<file path="config.mk">
export PLATFORM = sky130hd
export DESIGN_NAME = slot_arbiter
export DESIGN_NICKNAME = d
export VERILOG_FILES = /design/src/rtl/vgasoc_pkg.sv /design/src/rtl/tag_pipe.sv /design/src/rtl/slot_arbiter.sv
export SDC_FILE = /design/constraint.sdc
export NUM_CORES = 1
export LEC_CHECK = 0
export CAP_MARGIN = 20
export CORE_ASPECT_RATIO = 0.6
export CORE_MARGIN = 5
export CORE_UTILIZATION = 40
export CTS_BUF_LIST = sky130_fd_sc_hd__clkbuf_2
export CTS_CLUSTER_DIAMETER = 50
export DETAILED_ROUTE_END_ITERATION = 10
export PLACE_DENSITY = 0.95
export REMOVE_ABC_BUFFERS = 1
export SYNTH_ARGS = -nofsm -noshare
export SYNTH_HDL_FRONTEND = slang
export SYNTH_HIERARCHICAL = 1
export SYNTH_SLANG_ARGS = --single-unit
</file>
<file path="constraint.sdc">
create_clock -name clk -period 3.3 [get_ports clk]
set_input_delay 0.66 -clock clk [delete_from_list [all_inputs] [get_ports clk]]
set_output_delay 0.66 -clock clk [all_outputs]
set_load 0.02 [all_outputs]
</file>
<file path="src/rtl/vgasoc_pkg.sv">
// Shared VGASOC definitions: default bus widths, slot indices and a one-hot check.
package vgasoc_pkg;

    localparam int unsigned ADDR_WIDTH_DEF = 16;
    localparam int unsigned DATA_WIDTH_DEF = 8;

    localparam int unsigned SLOT_VGA = 0;
    localparam int unsigned SLOT_CPU = 1;
    localparam int unsigned SLOT_AUX = 2;

    // Vectors narrower than 32 bits are zero-extended by the caller.
    function automatic logic is_onehot(input logic [31:0] vec);
        return (vec != 32'd0) && ((vec & (vec - 32'd1)) == 32'd0);
    endfunction

endpackage

</file>
<file path="src/rtl/tag_pipe.sv">
// Read-tag delay line: DEPTH stages of one-hot slot tags, cleared asynchronously.
module tag_pipe #(
    parameter int unsigned NUM_SLOTS = 3,
    parameter int unsigned DEPTH     = 2
) (
    input  logic                 clk,
    input  logic                 rst,
    input  logic [NUM_SLOTS-1:0] tag_i,
    output logic [NUM_SLOTS-1:0] tag_o
);

    logic [NUM_SLOTS-1:0] stage_q [DEPTH];

    always_ff @(posedge clk or negedge rst) begin
        if (!rst) begin
            for (int i = 0; i < DEPTH; i++) begin
                stage_q[i] <= '0;
            end
        end else begin
            stage_q[0] <= tag_i;
            for (int i = 1; i < DEPTH; i++) begin
                stage_q[i] <= stage_q[i-1];
            end
        end
    end

    assign tag_o = stage_q[DEPTH-1];

endmodule

</file>
<file path="src/rtl/slot_arbiter.sv">
// TDM memory arbiter driven by a one-hot phase vector; one registered command per cycle.
// Define SLOT_ARBITER_STEAL_EN to let an idle slot be granted to the lowest-index requester.
module slot_arbiter
    import vgasoc_pkg::*;
#(
    parameter int unsigned NUM_SLOTS  = 3,
    parameter int unsigned ADDR_WIDTH = ADDR_WIDTH_DEF,
    parameter int unsigned DATA_WIDTH = DATA_WIDTH_DEF,
    parameter int unsigned RD_LATENCY = 2
) (
    input  logic                            clk,
    input  logic                            rst,
    input  logic [NUM_SLOTS-1:0]            phase,
    input  logic [NUM_SLOTS-1:0]            req,
    input  logic [NUM_SLOTS-1:0]            we,
    input  logic [NUM_SLOTS*ADDR_WIDTH-1:0] addr,
    input  logic [NUM_SLOTS*DATA_WIDTH-1:0] wdata,
    output logic [NUM_SLOTS-1:0]            ack,
    output logic [NUM_SLOTS-1:0]            rvalid,
    output logic [DATA_WIDTH-1:0]           rdata,
    output logic                            mem_en,
    output logic                            mem_we,
    output logic [ADDR_WIDTH-1:0]           mem_addr,
    output logic [DATA_WIDTH-1:0]           mem_wdata,
    input  logic [DATA_WIDTH-1:0]           mem_rdata,
    output logic                            phase_err
);

    localparam int unsigned IdxW = (NUM_SLOTS > 1) ? $clog2(NUM_SLOTS) : 1;

    logic                  phase_ok;
    logic [NUM_SLOTS-1:0]  grant;
    logic [IdxW-1:0]       gidx;
    logic [NUM_SLOTS-1:0]  tag_exit;

    logic [NUM_SLOTS-1:0]  ack_d, ack_q;
    logic [NUM_SLOTS-1:0]  rvalid_d, rvalid_q;
    logic [NUM_SLOTS-1:0]  rd_tag_d, rd_tag_q;
    logic [DATA_WIDTH-1:0] rdata_d, rdata_q;
    logic                  mem_en_d, mem_en_q;
    logic                  mem_we_d, mem_we_q;
    logic [ADDR_WIDTH-1:0] mem_addr_d, mem_addr_q;
    logic [DATA_WIDTH-1:0] mem_wdata_d, mem_wdata_q;
    logic                  phase_err_d, phase_err_q;

    always_comb begin
        phase_ok = is_onehot(32'(phase));
        grant    = '0;
        if (phase_ok) begin
            grant = phase & req;
`ifdef SLOT_ARBITER_STEAL_EN
            // Owner idle: the first requester found from index 0 upward takes the slot.
            for (int j = 0; j < NUM_SLOTS; j++) begin
                if (req[j] && (grant == '0)) begin
                    grant[j] = 1'b1;
                end
            end
`endif
        end
        gidx = '0;
        for (int i = 0; i < NUM_SLOTS; i++) begin
            if (grant[i]) begin
                gidx = IdxW'(i);
            end
        end
    end

    always_comb begin
        ack_d       = grant;
        mem_en_d    = |grant;
        mem_we_d    = (|grant) & we[gidx];
        mem_addr_d  = mem_addr_q;
        mem_wdata_d = mem_wdata_q;
        if (|grant) begin
            mem_addr_d  = addr[gidx*ADDR_WIDTH +: ADDR_WIDTH];
            mem_wdata_d = wdata[gidx*DATA_WIDTH +: DATA_WIDTH];
        end
        rd_tag_d    = ((|grant) && !we[gidx]) ? grant : '0;
        rvalid_d    = tag_exit;
        rdata_d     = (|tag_exit) ? mem_rdata : rdata_q;
        phase_err_d = phase_err_q | ~phase_ok;
    end

    always_ff @(posedge clk or negedge rst) begin
        if (!rst) begin
            ack_q       <= '0;
            rvalid_q    <= '0;
            rd_tag_q    <= '0;
            rdata_q     <= '0;
            mem_en_q    <= 1'b0;
            mem_we_q    <= 1'b0;
            mem_addr_q  <= '0;
            mem_wdata_q <= '0;
            phase_err_q <= 1'b0;
        end else begin
            ack_q       <= ack_d;
            rvalid_q    <= rvalid_d;
            rd_tag_q    <= rd_tag_d;
            rdata_q     <= rdata_d;
            mem_en_q    <= mem_en_d;
            mem_we_q    <= mem_we_d;
            mem_addr_q  <= mem_addr_d;
            mem_wdata_q <= mem_wdata_d;
            phase_err_q <= phase_err_d;
        end
    end

    // Tag enters alongside mem_en and exits in the cycle mem_rdata is valid.
    tag_pipe #(
        .NUM_SLOTS (NUM_SLOTS),
        .DEPTH     (RD_LATENCY)
    ) u_tag_pipe (
        .clk   (clk),
        .rst   (rst),
        .tag_i (rd_tag_q),
        .tag_o (tag_exit)
    );

    assign ack       = ack_q;
    assign rvalid    = rvalid_q;
    assign rdata     = rdata_q;
    assign mem_en    = mem_en_q;
    assign mem_we    = mem_we_q;
    assign mem_addr  = mem_addr_q;
    assign mem_wdata = mem_wdata_q;
    assign phase_err = phase_err_q;

endmodule

</file>
==> results of run 1 <==
[state kept, by name, indices dropped and copies added (netlist names)]
signal / cells
mem_addr: 16
mem_wdata: 8
rdata: 8
ack: 3
rd_tag_q: 3
rvalid: 3
u_tag_pipe/stage_q: 3
u_tag_pipe/tag_o: 3
mem_en: 1
mem_we: 1
phase_err: 1
[layout by cell type, fill, tap and decap left out, types with 5 or more instances in the layout]
cell	synthesis	routed
dfrtp_1	50	50
nor3_1	19	19
nand4_1	18	18
nand3_1	6	6
mux2_2	8	8
clkdlybuf4s50_1	0	130
nor4_1	6	6
a22oi_1	6	6
a31oi_1	6	6
buf_4	6	5
o22ai_1	18	18
clkbuf_2	0	5
o31ai_1	18	18
[critical path: cells and delay by family]
family	cells	cell delay [ns]
AOI/OAI and AO/OA	1	0.17
buffers and inverters	3	0.83
and+or+nand+nor	2	0.90
[layer usage]
layer	global-route usage, %	share of wire (%)	vias up
li1	-	-	1001
met1	24.0	39	1058
met2	39.0	49	107
met3	9.55	12	4
met4	4.04	0.35	0
met5	0	0	-
[logic make-up (layout without fill, tap and decap cells)]
group,count (synthesis),after routing,share of synthesized area (%)
flops,50,50,56.4
mux,8,8,4.06
buf+inv,28,151,7.33
simple gates,57,57,16.0
compound gates,51,51,15.8
xor+xnor,1,1,0.395
[layout make-up]
type                    count  area (um^2)  share of cell area [%]
clock inverters             3         47.5                    1.31
flip-flops and latches     50         1250                    34.5
well taps                  69         86.3                    2.38
multi-input cells         117          816                    22.5
clock buffers               5         25.0                   0.690
repair buffers            138         1370                    37.9
inverters                   5         26.3                   0.725
[power groups by stage]
stage                     registers (W)  clock network, W  logic, W
after detailed placement       0.000774                 0  0.000617
after global placement         0.000765                 0  0.000600
after floorplan                0.000888                 0  0.000130
final                          0.000763          0.000331  0.000617
after global routing           0.000776          0.000366  0.000660
after CTS                      0.000762          0.000341  0.000620
[per-stage QoR]
step	instance area, um^2	cells	hold WS, ns	power [W]
floorplan	2080	172	0.331	0.00102
global placement	3520	377	0.333	0.00137
detailed placement	3520	377	0.337	0.00139
CTS	3600	385	0.356	0.00172
global route	3630	387	0.365	0.00180
finish	3630	387	0.349	0.00171
[timing repair]
item                                   4_1_cts  5_1_grt
endpoints found under the hold margin        0        8
setup buffers                                0        0
hold buffers                                 0        1
[worst paths after layout]
kind	end	start	slack, ns	cells past startpoint
max in group asynchronous	mem_wdata[4]	rst	2.23	3
worst min-delay path	u_tag_pipe/stage_q[4]	rd_tag_q[1]	0.35	0
worst min register to register	u_tag_pipe/stage_q[4]	rd_tag_q[1]	0.35	0
worst max-delay path	mem_addr[14]	phase[2]	1.06	6
min in group asynchronous	phase_err	rst	0.55	2
worst max register to register	rdata[6]	u_tag_pipe/tag_o[1]	1.81	2
==> flow_summary_export.csv, run 1 <==
group,metric,value,unit
cells_and_area,finalNetCount,408,
power,power.switching,0.000535,W
power,switching_share,31.3,%
synthesis,synth_commonest_cells,"50 x dfrtp_1, 19 x nor3_1, 18 x nand4_1, 18 x o22ai_1, 18 x o31ai_1",
timing,fin_ws,1.06,ns
timing,rsz0062_at_grt,"false",
timing,finalMaxSlewViolations,0,
synthesis,yosysMostFrequentCell,"dfrtp_1",
synthesis,seq_area_frac_synth,56.4,%
place,place_congestion,0.784,
critical_path,end_kind,"flip-flop",
flow_run,cap_violations,0,
floorplanning,ios,132,
route,wire_per_inst,19.1,um
critical_path,crit_path_max_fanout,20,
synthesis,postSynth.asyncResetShare,100,%
clocking,cts.sinks,50,
clocking,cts_buffers,5,
power,seqPwrFrac,44.6,%
timing,skew,0.0252,ns
global_routing,grt_max_degree,51,
cells_and_area,drive_above_1_share,10.1,%
synthesis,synthTopCellsByArea,"dfrtp_1 56%, o31ai_1 6.1%, nand4_1 5.1%",
critical_path,critPathRequiredTime,3.64,ns
global_routing,grt_pass1_vias,2339,
power,power_leakage,1.48,nW
critical_path,critical_path_class,"in2reg",
synthesis,postSynthAreaPerCell,11.4,um^2
route,drt-initial-drc-count,66,
power,clockPowerShare,19.3,%
timing,period_share,67.9,%
power,ir_worst_vdd,0.217,mV
global_routing,track_usage,21.5,%
critical_path,critPathArrivalTime,2.58,ns
critical_path,start_kind,"input port",
synthesis,synthFlopType,"dfrtp_1",
timing,fin_tns_setup,0,ns
timing,hold_viol,0,
floorplanning,coreArea,0.00547,mm^2
global_routing,grt_pass1_wl,12.0,mm
timing,layout_min_cycle_time,2.24,ns
cells_and_area,diodes,0,
timing,worstMarginPinSlew,0.840,ns
clocking,clockRootBuffer,"clkbuf_2",
synthesis,synth.distinct_cells,26,
cells_and_area,fillCellCount,427,
synthesis,yosysWarnings,6,
route,viasPerCell,5.61,
cells_and_area,syn2layout_area_growth,63.4,%
critical_path,cp_slowest_cell,"nor3_4",
timing,timing.fmax,0.446,GHz
clocking,clock_path_buffers,2,
clocking,clkTransAtPathRegs,0.25,ns
critical_path,path_cells,"clkdlybuf4s50_1 -> nand4bb_1 -> inv_2 -> nor3_4 -> inv_4 -> a31oi_1",
global_routing,grt_antenna_before_repair,0,
status,status,"complete, no violations",
power,internal-power,0.00118,W
timing,finalSetupViolCount,0,
route,first_pass_iters,4,
synthesis,synth_top_area_share,56.4,%
synthesis,synth_edf_count,0,
route,wl,7.40,mm
critical_path,cpPeakStageDelay,0.66,ns
route,via_count,2170,
synthesis,syn_inst,195,
route,drc,0,
clocking,clk_latency,0.42,ns
cells_and_area,fin_util,66.3,%
clocking,cts_tree,"done",
floorplanning,die_y,67.7,um
power,powerDensity,472,mW/mm^2
floorplanning,die_width,106,um
route,postRouteAntennaNets,0,
synthesis,yosysTopAreaCell,"dfrtp_1",
floorplanning,start_util,40.6,%
global_routing,grt_overflow,0,
place,port-buffer-count,131,
clocking,cts.repair.resized,0,
power,pwr-share-comb,36.1,%
place,hpwl,5.62,mm
clocking,htree_levels,2,
place,place_ws,0.640,ns
min_path,min_path_type,"reg2reg",
floorplanning,rows,21,
floorplanning,die_area,0.00719,mm^2
synthesis,yosys_register_bits,50,
synthesis,synth_area,0.00222,mm^2
timing,slew_headroom,43.8,%
Note: power is estimated with default switching activity, not from simulation.
==> run 2, diff against run 1 <==
--- a/config.mk
+++ b/config.mk
@@ -8,11 +8,11 @@
 export CAP_MARGIN = 20
 export CORE_ASPECT_RATIO = 0.6
 export CORE_MARGIN = 5
-export CORE_UTILIZATION = 40
+export CORE_UTILIZATION = 39
 export CTS_BUF_LIST = sky130_fd_sc_hd__clkbuf_2
 export CTS_CLUSTER_DIAMETER = 50
 export DETAILED_ROUTE_END_ITERATION = 10
-export PLACE_DENSITY = 0.95
+export PLACE_DENSITY = 0.93
 export REMOVE_ABC_BUFFERS = 1
 export SYNTH_ARGS = -nofsm -noshare
 export SYNTH_HDL_FRONTEND = slang
==> constraint.sdc (replaced) <==
create_clock -name clk -period 2.2 [get_ports clk]
set_input_delay 0.44 -clock clk [delete_from_list [all_inputs] [get_ports clk]]
set_output_delay 0.44 -clock clk [all_outputs]
set_load 0.02 [all_outputs]
==> run 2 against run 1 <==
Clock power grew 50%; first-iteration DRC count grew 9.1%; sequential cell count is the same; critical path depth shrank 5; cell count grew 5.7%; critical endpoint is now mem_addr[12].
==> flow_summary_export.csv, run 2 (synthesis results as in run 1) <==
group,metric,value,unit
min_path,worstHoldPathCells,0,
critical_path,critical_path_class,"reg2out",
global_routing,grt_max_degree,33,
clocking,cts.sinks,50,
critical_path,end_kind,"primary output",
floorplanning,start_util,40.0,%
route,viasPerCell,5.44,
cells_and_area,final_cell_area,0.00373,mm^2
critical_path,path_cells,"clkdlybuf4s50_1",
floorplanning,die_area,0.00735,mm^2
route,postRouteAntennaNets,0,
power,pwr-share-comb,36.4,%
min_path,min_path_type,"reg2reg",
timing,fin_hold_ws,0.373,ns
timing,finalMaxSlewViolations,0,
route,wl,7.43,mm
cells_and_area,finalNetCount,419,
flow_run,cap_violations,0,
clocking,cts.repair.resized,0,
critical_path,critPathRequiredTime,1.76,ns
route,first_pass_iters,5,
critical_path,rr_endpoint,"rdata[7]",
global_routing,grt_antenna_before_repair,1,
global_routing,grt_pass1_wl,11.5,mm
route,drt-initial-drc-count,72,
place,place_congestion,0.849,
route,dr_wl_met2,3.40,mm
global_routing,track_usage,20.5,%
power,seqPwrFrac,44.3,%
timing,layout_min_cycle_time,1.91,ns
critical_path,start_kind,"flip-flop",
power,ir_worst_vdd,0.346,mV
clocking,clock_path_buffers,2,
timing,worstMarginPinSlew,0.633,ns
route,drc,0,
place,dpl_cell_area,0.00365,mm^2
cells_and_area,instances_no_fill,409,
timing,slew_headroom,57.6,%
critical_path,worstSetupStartpoint,"mem_addr[12]",
clocking,clkTransAtPathRegs,0.27,ns
critical_path,critPathArrivalTime,1.47,ns
timing,finalSetupViolCount,0,
route,via_count,2224,
clocking,clk_latency,0.41,ns
cells_and_area,drive_above_1_share,13.1,%
route,highest_layer,"met5",
critical_path,cpLargestDelayFamily,"buffers and inverters",
floorplanning,die_width,107,um
critical_path,cp_slowest_cell,"clkdlybuf4s50_1",
place,port-buffer-count,131,
route,wire_per_inst,18.2,um
route,met1_length,3.10,mm
power,power_leakage,1.53,nW
floorplanning,coreArea,0.00554,mm^2
clocking,cts_buffers,5,
timing,period_share,87.0,%
power,clockPowerShare,19.3,%
timing,fin_tns_setup,0,ns
clocking,clockRootBuffer,"clkbuf_2",
place,placedCellCount,400,
power,power.switching,0.000800,W
global_routing,grt_overflow,0,
floorplanning,rows,21,
power,switching_share,31.2,%
power,internal-power,0.00176,W
cells_and_area,largest_register_ffs,16,
place,hpwl,5.81,mm
cells_and_area,diodes,0,
timing,timing.fmax,0.523,GHz
critical_path,crit_path_max_fanout,2,
global_routing,grt_pass1_vias,2272,
timing,fin_ws,0.286,ns
critical_path,cpPeakStageDelay,0.61,ns
clocking,htree_levels,2,
status,status,"complete, no violations",
critical_path,crit-reg2reg-launch,"u_tag_pipe/tag_o[1]",
clocking,cts_tree,"done",
cells_and_area,final_cell_mix,"130 x clkdlybuf4s50_1, 50 x dfrtp_1, 19 x nor3_1",
critical_path,reg2reg_setup_slack,0.71,ns
critical_path,r2r.worst_path.cells,2,
critical_path,critical_path_depth,1,
critical_path,crit_buf_inv,1,
critical_path,crit_end,"mem_addr[12]",
timing,hold_viol,0,
place,place_ws,0.0637,ns
cells_and_area,syn2layout_area_growth,68.2,%
timing,skew,0.0113,ns
route,wl_met3,860,um
power,powerDensity,687,mW/mm^2
floorplanning,die_y,68.4,um
cells_and_area,final_common_cell,"clkdlybuf4s50_1",
timing,rsz0062_at_grt,"false",
floorplanning,ios,132,
run 2: cell types whose count changed in the layout (fill, tap and decap cells not counted), sizes merged:
| cell | delta |
|---|---|
| buf | +11 |
| clkinv | -1 |
| clkinvlp | +2 |
| inv | -1 |
run 2: power groups by stage:
stage / Sequential [W] / Combinational (W) / Clock (W)
after floorplan: 0.00133 / 0.000195 / 0
after global placement: 0.00115 / 0.000915 / 0
after detailed placement: 0.00116 / 0.000936 / 0
after CTS: 0.00114 / 0.000940 / 0.000501
after global routing: 0.00116 / 0.000985 / 0.000538
final: 0.00114 / 0.000933 / 0.000495
run 2: routing by layer:
| metal | track usage (%) | vias to the layer above |
|---|---|---|
| met1 | 25.5 | 1073 |
| li1 | - | 1025 |
| met2 | 34.0 | 114 |
| met4 | 5.04 | 2 |
| met3 | 8.39 | 10 |
| met5 | 0 | - |
run 2: layout make-up:
| class | instances | area (um^2) |
|---|---|---|
| well taps | 80 | 100 |
| clock inverters | 3 | 45.0 |
| clock buffers | 5 | 25.0 |
| inverters | 5 | 26.3 |
| flip-flops and latches | 50 | 1250 |
| multi-input cells | 117 | 816 |
| fillers | 441 | 1810 |
| repair buffers | 149 | 1470 |
run 2: per-stage QoR:
stage | power, W | util, %
4_1_cts | 0.00258 | 67.3
3_3_place_gp | 0.00206 | 65.9
6_report | 0.00256 | 67.3
3_5_place_dp | 0.00209 | 65.9
5_1_grt | 0.00268 | 67.3
2_1_floorplan | 0.00153 | -
run 2: worst min path at each step:
stage                          start                    end
4_1_cts        u_tag_pipe/stage_q[4]    u_tag_pipe/tag_o[1]
3_3_place_gp             rd_tag_q[2]  u_tag_pipe/stage_q[5]
6_report       u_tag_pipe/stage_q[4]    u_tag_pipe/tag_o[1]
3_5_place_dp   u_tag_pipe/stage_q[4]    u_tag_pipe/tag_o[1]
5_1_grt        u_tag_pipe/stage_q[4]    u_tag_pipe/tag_o[1]
2_1_floorplan                    rst                 ack[0]
run 2: timing repair:
action / CTS / global route
setup buffers: 0 / 0
endpoints found under the hold margin: 21 / 0
hold buffers: 1 / 0
